===== src/rtl/ibex_rf_wb_sink_pkg.sv =====
// ibex_rf_wb_sink_pkg: shared types and constants for the writeback register-file sink.
// Package ibex_pkg, no ports. Provides the scoreboard state type and the hardwired-zero register address.
package ibex_pkg;

    typedef enum logic {
        RF_SB_IDLE = 1'b0,
        RF_SB_PEND = 1'b1
    } rf_sb_state_e;

    localparam logic [31:0] RF_ZERO_ADDR = '0;

endpackage


===== src/rtl/ibex_rf_wb_scoreboard.sv =====
// ibex_rf_wb_scoreboard: one-deep load scoreboard that flags read hazards on a register awaiting LSU data.
// Ports: clk_i/rst_i clock and sync active-high reset; ld_rsv_valid_i/ld_rsv_addr_i reserve a load
// destination; ld_done_i/ld_err_i release it with error status; raddr_a_i/raddr_b_i read addresses
// compared against the reservation; hazard_a_o/hazard_b_o per-port hazard; ld_pending_o reservation
// active; rsv_overflow_o one-cycle pulse for a dropped reservation; ld_err_o sticky load bus error.
module ibex_rf_wb_scoreboard
    import ibex_pkg::*;
#(
    parameter int unsigned AddrWidth = 5
) (
    input  logic                 clk_i,
    input  logic                 rst_i,
    input  logic                 ld_rsv_valid_i,
    input  logic [AddrWidth-1:0] ld_rsv_addr_i,
    input  logic                 ld_done_i,
    input  logic                 ld_err_i,
    input  logic [AddrWidth-1:0] raddr_a_i,
    input  logic [AddrWidth-1:0] raddr_b_i,
    output logic                 hazard_a_o,
    output logic                 hazard_b_o,
    output logic                 ld_pending_o,
    output logic                 rsv_overflow_o,
    output logic                 ld_err_o
);

    localparam logic [AddrWidth-1:0] ZeroAddr = RF_ZERO_ADDR[AddrWidth-1:0];

    rf_sb_state_e         r_state;
    logic [AddrWidth-1:0] r_pend_addr;
    logic                 r_err;
    logic                 r_ovf;

    logic w_pend;
    logic w_release;
    logic w_reserve;
    logic w_overflow;

    assign w_pend     = (r_state == RF_SB_PEND);
    assign w_release  = w_pend && ld_done_i;
    // A same-cycle release frees the slot before the new reservation takes it.
    assign w_reserve  = ld_rsv_valid_i && (!w_pend || ld_done_i);
    assign w_overflow = ld_rsv_valid_i && w_pend && !ld_done_i;

    always_ff @(posedge clk_i) begin
        if (rst_i) begin
            r_state     <= RF_SB_IDLE;
            r_pend_addr <= '0;
            r_err       <= 1'b0;
            r_ovf       <= 1'b0;
        end else begin
            r_ovf <= w_overflow;
            if (w_reserve) begin
                // x0 is never hazarded, so a reservation on it leaves the scoreboard idle.
                r_state     <= (ld_rsv_addr_i != ZeroAddr) ? RF_SB_PEND : RF_SB_IDLE;
                r_pend_addr <= ld_rsv_addr_i;
                r_err       <= 1'b0;
            end else if (w_release) begin
                r_state <= RF_SB_IDLE;
                r_err   <= ld_err_i;
            end
        end
    end

    assign hazard_a_o     = w_pend && (raddr_a_i == r_pend_addr) && (raddr_a_i != ZeroAddr);
    assign hazard_b_o     = w_pend && (raddr_b_i == r_pend_addr) && (raddr_b_i != ZeroAddr);
    assign ld_pending_o   = w_pend;
    assign rsv_overflow_o = r_ovf;
    assign ld_err_o       = r_err;

    a_done_known: assert property (@(posedge clk_i) disable iff (rst_i) !$isunknown(ld_done_i));
    a_err_known: assert property (@(posedge clk_i) disable iff (rst_i) ld_done_i |-> !$isunknown(ld_err_i));
    a_no_overflow: assert property (@(posedge clk_i) disable iff (rst_i) !rsv_overflow_o)
        else $warning("load reservation dropped while another was pending");

endmodule


===== src/rtl/ibex_rf_wb_sink.sv =====
// ibex_rf_wb_sink: writeback-port register file with two bypassable read ports and a load scoreboard.
// Ports: clk_i/rst_i clock and sync active-high reset; rf_waddr_wb_i/rf_wdata_wb_i/rf_we_wb_i WB write
// port; ld_rsv_valid_i/ld_rsv_addr_i/ld_done_i/ld_err_i load reservation and release; raddr_a_i/raddr_b_i
// read addresses; rdata_a_o/rdata_b_o read data; hazard_a_o/hazard_b_o pending-load hazard per port;
// ld_pending_o reservation active; rsv_overflow_o dropped-reservation pulse; ld_err_o sticky load error.
module ibex_rf_wb_sink
    import ibex_pkg::*;
#(
    parameter int unsigned          DataWidth  = 32,
    parameter int unsigned          AddrWidth  = 5,
    parameter logic                 WrBypass   = 1'b1,
    parameter logic [DataWidth-1:0] ResetValue = '0
) (
    input  logic                 clk_i,
    input  logic                 rst_i,
    input  logic [AddrWidth-1:0] rf_waddr_wb_i,
    input  logic [DataWidth-1:0] rf_wdata_wb_i,
    input  logic                 rf_we_wb_i,
    input  logic                 ld_rsv_valid_i,
    input  logic [AddrWidth-1:0] ld_rsv_addr_i,
    input  logic                 ld_done_i,
    input  logic                 ld_err_i,
    input  logic [AddrWidth-1:0] raddr_a_i,
    output logic [DataWidth-1:0] rdata_a_o,
    output logic                 hazard_a_o,
    input  logic [AddrWidth-1:0] raddr_b_i,
    output logic [DataWidth-1:0] rdata_b_o,
    output logic                 hazard_b_o,
    output logic                 ld_pending_o,
    output logic                 rsv_overflow_o,
    output logic                 ld_err_o
);

    localparam int unsigned          NumRegs  = 2 ** AddrWidth;
    localparam logic [AddrWidth-1:0] ZeroAddr = RF_ZERO_ADDR[AddrWidth-1:0];

    // Entry 0 exists only to keep indexing simple; reads of x0 are forced to zero below.
    logic [DataWidth-1:0] r_rf [NumRegs];

    logic w_we;
    logic w_byp_a;
    logic w_byp_b;

    assign w_we = rf_we_wb_i && (rf_waddr_wb_i != ZeroAddr);

    always_ff @(posedge clk_i) begin
        if (rst_i) begin
            for (int i = 0; i < NumRegs; i++) r_rf[i] <= ResetValue;
        end else if (w_we) begin
            r_rf[rf_waddr_wb_i] <= rf_wdata_wb_i;
        end
    end

    assign w_byp_a = WrBypass && w_we && (rf_waddr_wb_i == raddr_a_i);
    assign w_byp_b = WrBypass && w_we && (rf_waddr_wb_i == raddr_b_i);

    assign rdata_a_o = (raddr_a_i == ZeroAddr) ? '0 : w_byp_a ? rf_wdata_wb_i : r_rf[raddr_a_i];
    assign rdata_b_o = (raddr_b_i == ZeroAddr) ? '0 : w_byp_b ? rf_wdata_wb_i : r_rf[raddr_b_i];

    ibex_rf_wb_scoreboard #(
        .AddrWidth (AddrWidth)
    ) u_scoreboard (
        .clk_i          (clk_i),
        .rst_i          (rst_i),
        .ld_rsv_valid_i (ld_rsv_valid_i),
        .ld_rsv_addr_i  (ld_rsv_addr_i),
        .ld_done_i      (ld_done_i),
        .ld_err_i       (ld_err_i),
        .raddr_a_i      (raddr_a_i),
        .raddr_b_i      (raddr_b_i),
        .hazard_a_o     (hazard_a_o),
        .hazard_b_o     (hazard_b_o),
        .ld_pending_o   (ld_pending_o),
        .rsv_overflow_o (rsv_overflow_o),
        .ld_err_o       (ld_err_o)
    );

    a_we_known: assert property (@(posedge clk_i) disable iff (rst_i) !$isunknown(rf_we_wb_i));

endmodule


===== config.mk =====
export PLATFORM = sky130hd
export DESIGN_NAME = ibex_rf_wb_sink
export DESIGN_NICKNAME = d
export VERILOG_FILES = /design/src/rtl/ibex_rf_wb_sink_pkg.sv /design/src/rtl/ibex_rf_wb_scoreboard.sv /design/src/rtl/ibex_rf_wb_sink.sv
export SDC_FILE = /design/constraint.sdc
export NUM_CORES = 2
export LEC_CHECK = 0
export BUFFER_PORTS_ARGS = -buffer_cell sky130_fd_sc_hd__buf_2
export CORE_UTILIZATION = 64
export DETAILED_ROUTE_END_ITERATION = 8
export GPL_TIMING_DRIVEN = 0
export HOLD_SLACK_MARGIN = 0.03
export PLACE_DENSITY = 0.8
export SLEW_MARGIN = 20
export SYNTH_ARGS = -nofsm -noshare
export SYNTH_HDL_FRONTEND = slang
export SYNTH_SLANG_ARGS = --single-unit

===== constraint.sdc =====
create_clock -name clk_i -period 2.6 [get_ports clk_i]
set_clock_uncertainty 0.15 [all_clocks]
set_input_delay 0.13 -clock clk_i [delete_from_list [all_inputs] [get_ports clk_i]]
set_output_delay 0.13 -clock clk_i [all_outputs]
set_load 0.05 [all_outputs]

# Word level (Yosys, flattened, before mapping)
# Memories as Yosys holds them, arrays and structs flattened.
# Cells that the tools add are included.
[totals]
ram_bits = 1024
memories = 1
reg_bits = 8
wordCells = 47
input_bits = 58
[classes]
reduce_logical = 23
mux = 15
eq_ne = 4
[memory_table]
columns = ["name", "words", "word_bits", "rd", "rd_ports_with_merged_regs", "wr", "line_no", "text"]
rows = [
  ["r_rf", 32, 32, 2, 0, 32, "ibex_rf_wb_sink.sv:38", "logic [DataWidth-1:0] r_rf [NumRegs];"],
]
[op_table]
columns = ["operator", "n"]
rows = [
  ["$mux 32", 5],
  ["$reduce_or 32->1", 1],
  ["$eq 5x5->1", 4],
  ["$reduce_bool 5->1", 4],
  ["$logic_and 1x1->1", 11],
  ["$logic_not 5->1", 2],
  ["$mux 1", 9],
  ["$mux 5", 1],
  ["$logic_not 1->1", 2],
  ["$reduce_bool 2->1", 1],
  ["$reduce_or 2->1", 1],
  ["$logic_or 1x1->1", 1],
]

# Logic depth before layout (Yosys ltp)
[depth]
depth_word = 7
ltp_mapped = 10

# By module
# Synthesis repeated with hierarchy kept, for this count alone.
[unflattened]
hier_cells = 3973
area_unflattened_um2 = 56166.4
[by_module_without_submodules]
columns = ["module", "area_each_um2", "instances", "cells_per_inst"]
rows = [
  ["ibex_rf_wb_sink", 55723.4, 1, 3918],
  ["ibex_rf_wb_scoreboard", 442.9, 1, 55],
]

# Worst setup path after synthesis
# OpenSTA, ideal clock, no wires.
[synth_timing]
kind = "in2out"
start = "input port raddr_a_i[0]"
end = "output port hazard_a_o"
n_path_buf = 5
slack_ps = -392
path_stages = 8
arrival_ps = 2712
required_time_ps = 2320
path_cell_list = "buf_6 > buf_6 > buf_4 > buf_4 > buf_4 > xnor2_1 > nand4_1 > nor4_1"
[synth_via]
elab_chain_len = 3
word_cells_on_any_way = 4
classes_between = "eq/ne (1); reduce/logical (3)"
[synth_lines]
columns = ["element", "line_no", "text"]
rows = [
  ["start: declaration", "ibex_rf_wb_sink.sv:23", "input logic [AddrWidth-1:0] raddr_a_i,"],
  ["$eq 5x5->1", "ibex_rf_wb_scoreboard.sv:64", "assign hazard_a_o = w_pend && (raddr_a_i == r_pend_addr) && (raddr_a_i != ZeroAddr);"],
  ["$logic_and 1x1->1", "ibex_rf_wb_scoreboard.sv:64", ""],
  ["$logic_and 1x1->1 *", "ibex_rf_wb_scoreboard.sv:64", ""],
  ["end: declaration", "ibex_rf_wb_sink.sv:25", "output logic hazard_a_o,"],
]
# Every way passes the cells marked *; elsewhere a longest branch is shown, timed or not.

# Worst setup path in the final report
[layout_timing]
start = "input port raddr_a_i[0]"
end = "output port rdata_a_o[12]"
[layout_via]
elab_chain_len = 4
word_cells_on_any_way = 6
classes_between = "eq/ne (1); mux (2); reduce/logical (2); memory (1)"
[layout_lines]
columns = ["element", "line_no", "text"]
rows = [
  ["parallel branches: the longest is 3 deep, another holds $mem_v2 32x32", "--", ""],
  ["$mux 32 *", "ibex_rf_wb_sink.sv:57", "assign rdata_a_o = (raddr_a_i == ZeroAddr) ? '0 : w_byp_a ? rf_wdata_wb_i : r_rf[raddr_a_i];"],
  ["end: declaration", "ibex_rf_wb_sink.sv:24", "output logic [DataWidth-1:0] rdata_a_o,"],
]
# Mark *: on every way between the ends.

==> results.md <==
- Post-route ant nets: 0
- Initial antenna violation count: 17
- Synth Area in Adders: 0
- Rel. slew slack: 0.223
- Simple-gate portion of the synthesized area: 0.139
- Worst vdd ir: approximately 660 uV
- DR vias/cell: about 8.2
- Clock transition at path regs: roughly 0.060 ns
- DRC Markers: 0
- Via Count: between 40000 and 50000
- CTS tree: built
- Global-route wire length before repair: 359 mm
- Worst slew pin tran: 1.17 ns
- Pwr Density: 662 mW/mm2
- Dpl hpwl: roughly 180 mm
- Slowest Stage Delay on Critical Path: ~0.96 ns
- Hold Crit Class: input pin to flip-flop
- Die X: approximately 300 um
- Netlist cell types: 62
- Total grt overflow: 0
- Largest family of logic cells by synthesized area: multiplexers
- Most used cell, CP: buf_6
- Die area: approximately 0.09 mm2
- Crit share post-route: 1.35
- Delay-heaviest family, CP: compound AO/OA/AOI/OAI gates
- Share of cells above drive strength 1: 0.293
- Vias in the first global route: between 40000 and 50000
- Max Cap Viol: 0
- Final Hold Vio Count: 0
- Drt wl/cell: 48.3 um
- CP Max Fanout: 10
- Min cycle time layout: 3.50 ns
- Total Nets Final: 4470
- Detailed Route WL: 274 mm
- Fin Hold WS: between 0.05 and 0.06 ns
- First DRT Iteration DRCs: around 10000
- Outcome: complete, but fails checks
- Failing checks: negative setup slack
- RSZ-0062 raised after global routing: true
- Type of origin of the critical path: input pin
- Post-synth EDFFs: 1024
- Compound-gate portion of the synthesized area: 0.0610
- Most common cell in the synthesized netlist: edfxtp_1
- Core area: 0.0868 mm2
- Ys Warns: 0
- IO Count: approximately 130
- #FFs+latches synth: between 1000 and 1500
- Slack of the critical path: -0.901 ns
- Data arrival time of the worst path: 3.22 ns
- Mean area per synthesized cell: ~14 um2
- Drt pass-1 iters: 8
- Setup WS pre-CTS: -1.85 ns
- Synthesized area: ~0.056 mm2
- Sequential area share after synthesis: 0.551
- CP endpoint kind: output port
- Fmax: 286 MHz
- Cell chain of the critical path: buf_6, buf_6, buf_2, mux2_2, o22ai_1, a2111oi_4, a311oi_4, a21oi_2, buf_6
- Root Driver: clkbuf_16
- Top cell type's share of synthesized area: 0.548
- Post-Synth XOR/XNOR Area: 0.00297
- Kind of critical path: input pin to output port
- Crit path buf inv count: 4
- GPL Wtd Cong: about 1.1
- Pins over their slew limit: 0
- Synth Flop Type: edfxtp_1
- Total GRT Usage: 0.613
- Layout area overhead: 18.4%
- Pin count of the biggest net entering global routing: 33
- TritonCTS buffer count: 109
- Post-synthesis mux area share: 0.209
- Clock Sinks: 1032
- Max Buffers Root-to-Sink: 3
- Synth top area cells: edfxtp_1 55%, mux4_2 12%, and2_1 11%
- Die height: roughly 300 um
- Leak: roughly 24 nW
- Commonest cells in the netlist: 1024 x edfxtp_1, 995 x and2_1, 381 x mux2i_1
- Dpl cell area: around 0.06 mm2
- Initial Utilization: 0.646
- Post-route cell area: 0.0664 mm2
- PortBufs: ~110
- Synth Instances: slightly above 4000
- Final setup violating endpoints: approximately 800
- CP required: between 2 and 2.5 ns
- Number of H-tree levels: 3
- Rows: 108
- Top cell type by total area after synthesis: edfxtp_1
- CP max stage cell: a2111oi_4
- Ys async rst share: 0
- Clk_lat worst skew: 0.74 ns
[final cells by class]
cell class / count / area, um2
flip-flops and latches: 1032 / 30900
multi-input cells: 2604 / 25500
fillers: 5128 / 20300
plain buffers: 422 / 2900
clock buffers: 143 / 2900
repair buffers: 239 / 2080
well taps: 1155 / 1450
clock inverters: 57 / 584
diodes: 19 / 47.5
inverters: 4 / 25.0
[tightest hold or removal path: cells and delay by family]
family	cells	cell delay [ns]
and+or+nand+nor	3	0.50
buffers and inverters	1	0.16
[routing by layer]
metal / global-route usage / share of wire / vias to the layer above
li1: - / - / 16174
met4: 0.543 / 0.12 / 18
met2: 0.804 / 0.39 / 6216
met5: 0.0411 / 0.0022 / -
met3: 0.376 / 0.20 / 1843
met1: 0.688 / 0.29 / 22242
[kinds of logic (layout without fill, tap and decap cells)]
kind of cell,after synthesis,in the layout
muxes,774,774
xor gates and xnor gates,19,19
buffers and inverters,430,865
and+or+nand+nor,1311,1311
DFF,1032,1032
other,1,51
AOI/OAI and AO/OA,468,468
[registers in the layout, indices dropped and copies added, names as in the netlist]
register                     flops
r_rf                          1024
u_scoreboard.ld_err_o            1
u_scoreboard.ld_pending_o        1
u_scoreboard.r_pend_addr         5
u_scoreboard.rsv_overflow_o      1
[report_power, final]
group	total, mW	switching [mW]	leakage [nW]	internal [mW]
logic	8.23	5.44	12.1	2.79
clock network	16.0	7.13	1.70	8.83
registers	19.8	0.551	9.81	19.2
[through the flow]
step | power, mW | instances | util | setup TNS, ns
after floorplan | 23.5 | 4066 | - | 0
after global placement | 26.2 | 5335 | 0.671 | -1434.96
after detailed placement | 26.4 | 5337 | 0.672 | -1308.05
after CTS | 42.5 | 5623 | 0.754 | -15.57
after global routing | 43.9 | 5657 | 0.765 | -29.73
final | 43.9 | 5675 | 0.766 | -108.87
[timing repair]
item,4_1_cts,5_1_grt
hold buffers,53,0
resized for setup,717,174
buffers inserted,36,37
pin swaps,127,97
setup endpoints to repair,971,635
hold endpoints to repair,124,0
[final timing paths]
check | from | depth (start not counted) | slack, ns | end
hold reg to reg | u_scoreboard.ld_pending_o | 2 | 0.49 | u_scoreboard.ld_err_o
setup / recovery | raddr_a_i[0] | 9 | -0.90 | rdata_a_o[12]
hold / removal | rf_waddr_wb_i[2] | 4 | 0.06 | r_rf[11][31]
setup reg to reg | u_scoreboard.ld_pending_o | 5 | 0.10 | u_scoreboard.r_pend_addr[0]
[layout by cell type (no fill, tap or decap), types with 53 or more instances in the layout]
master	n
and2_1	995
mux4_2	311
o22ai_1	107
mux2_2	82
clkbuf_16	110
buf_6	102
clkbuf_1	234
mux2i_1	325
buf_2	68
dlygate4sd3_1	53
buf_4	131
edfxtp_1	1024
(Power assumes the default switching activity.)
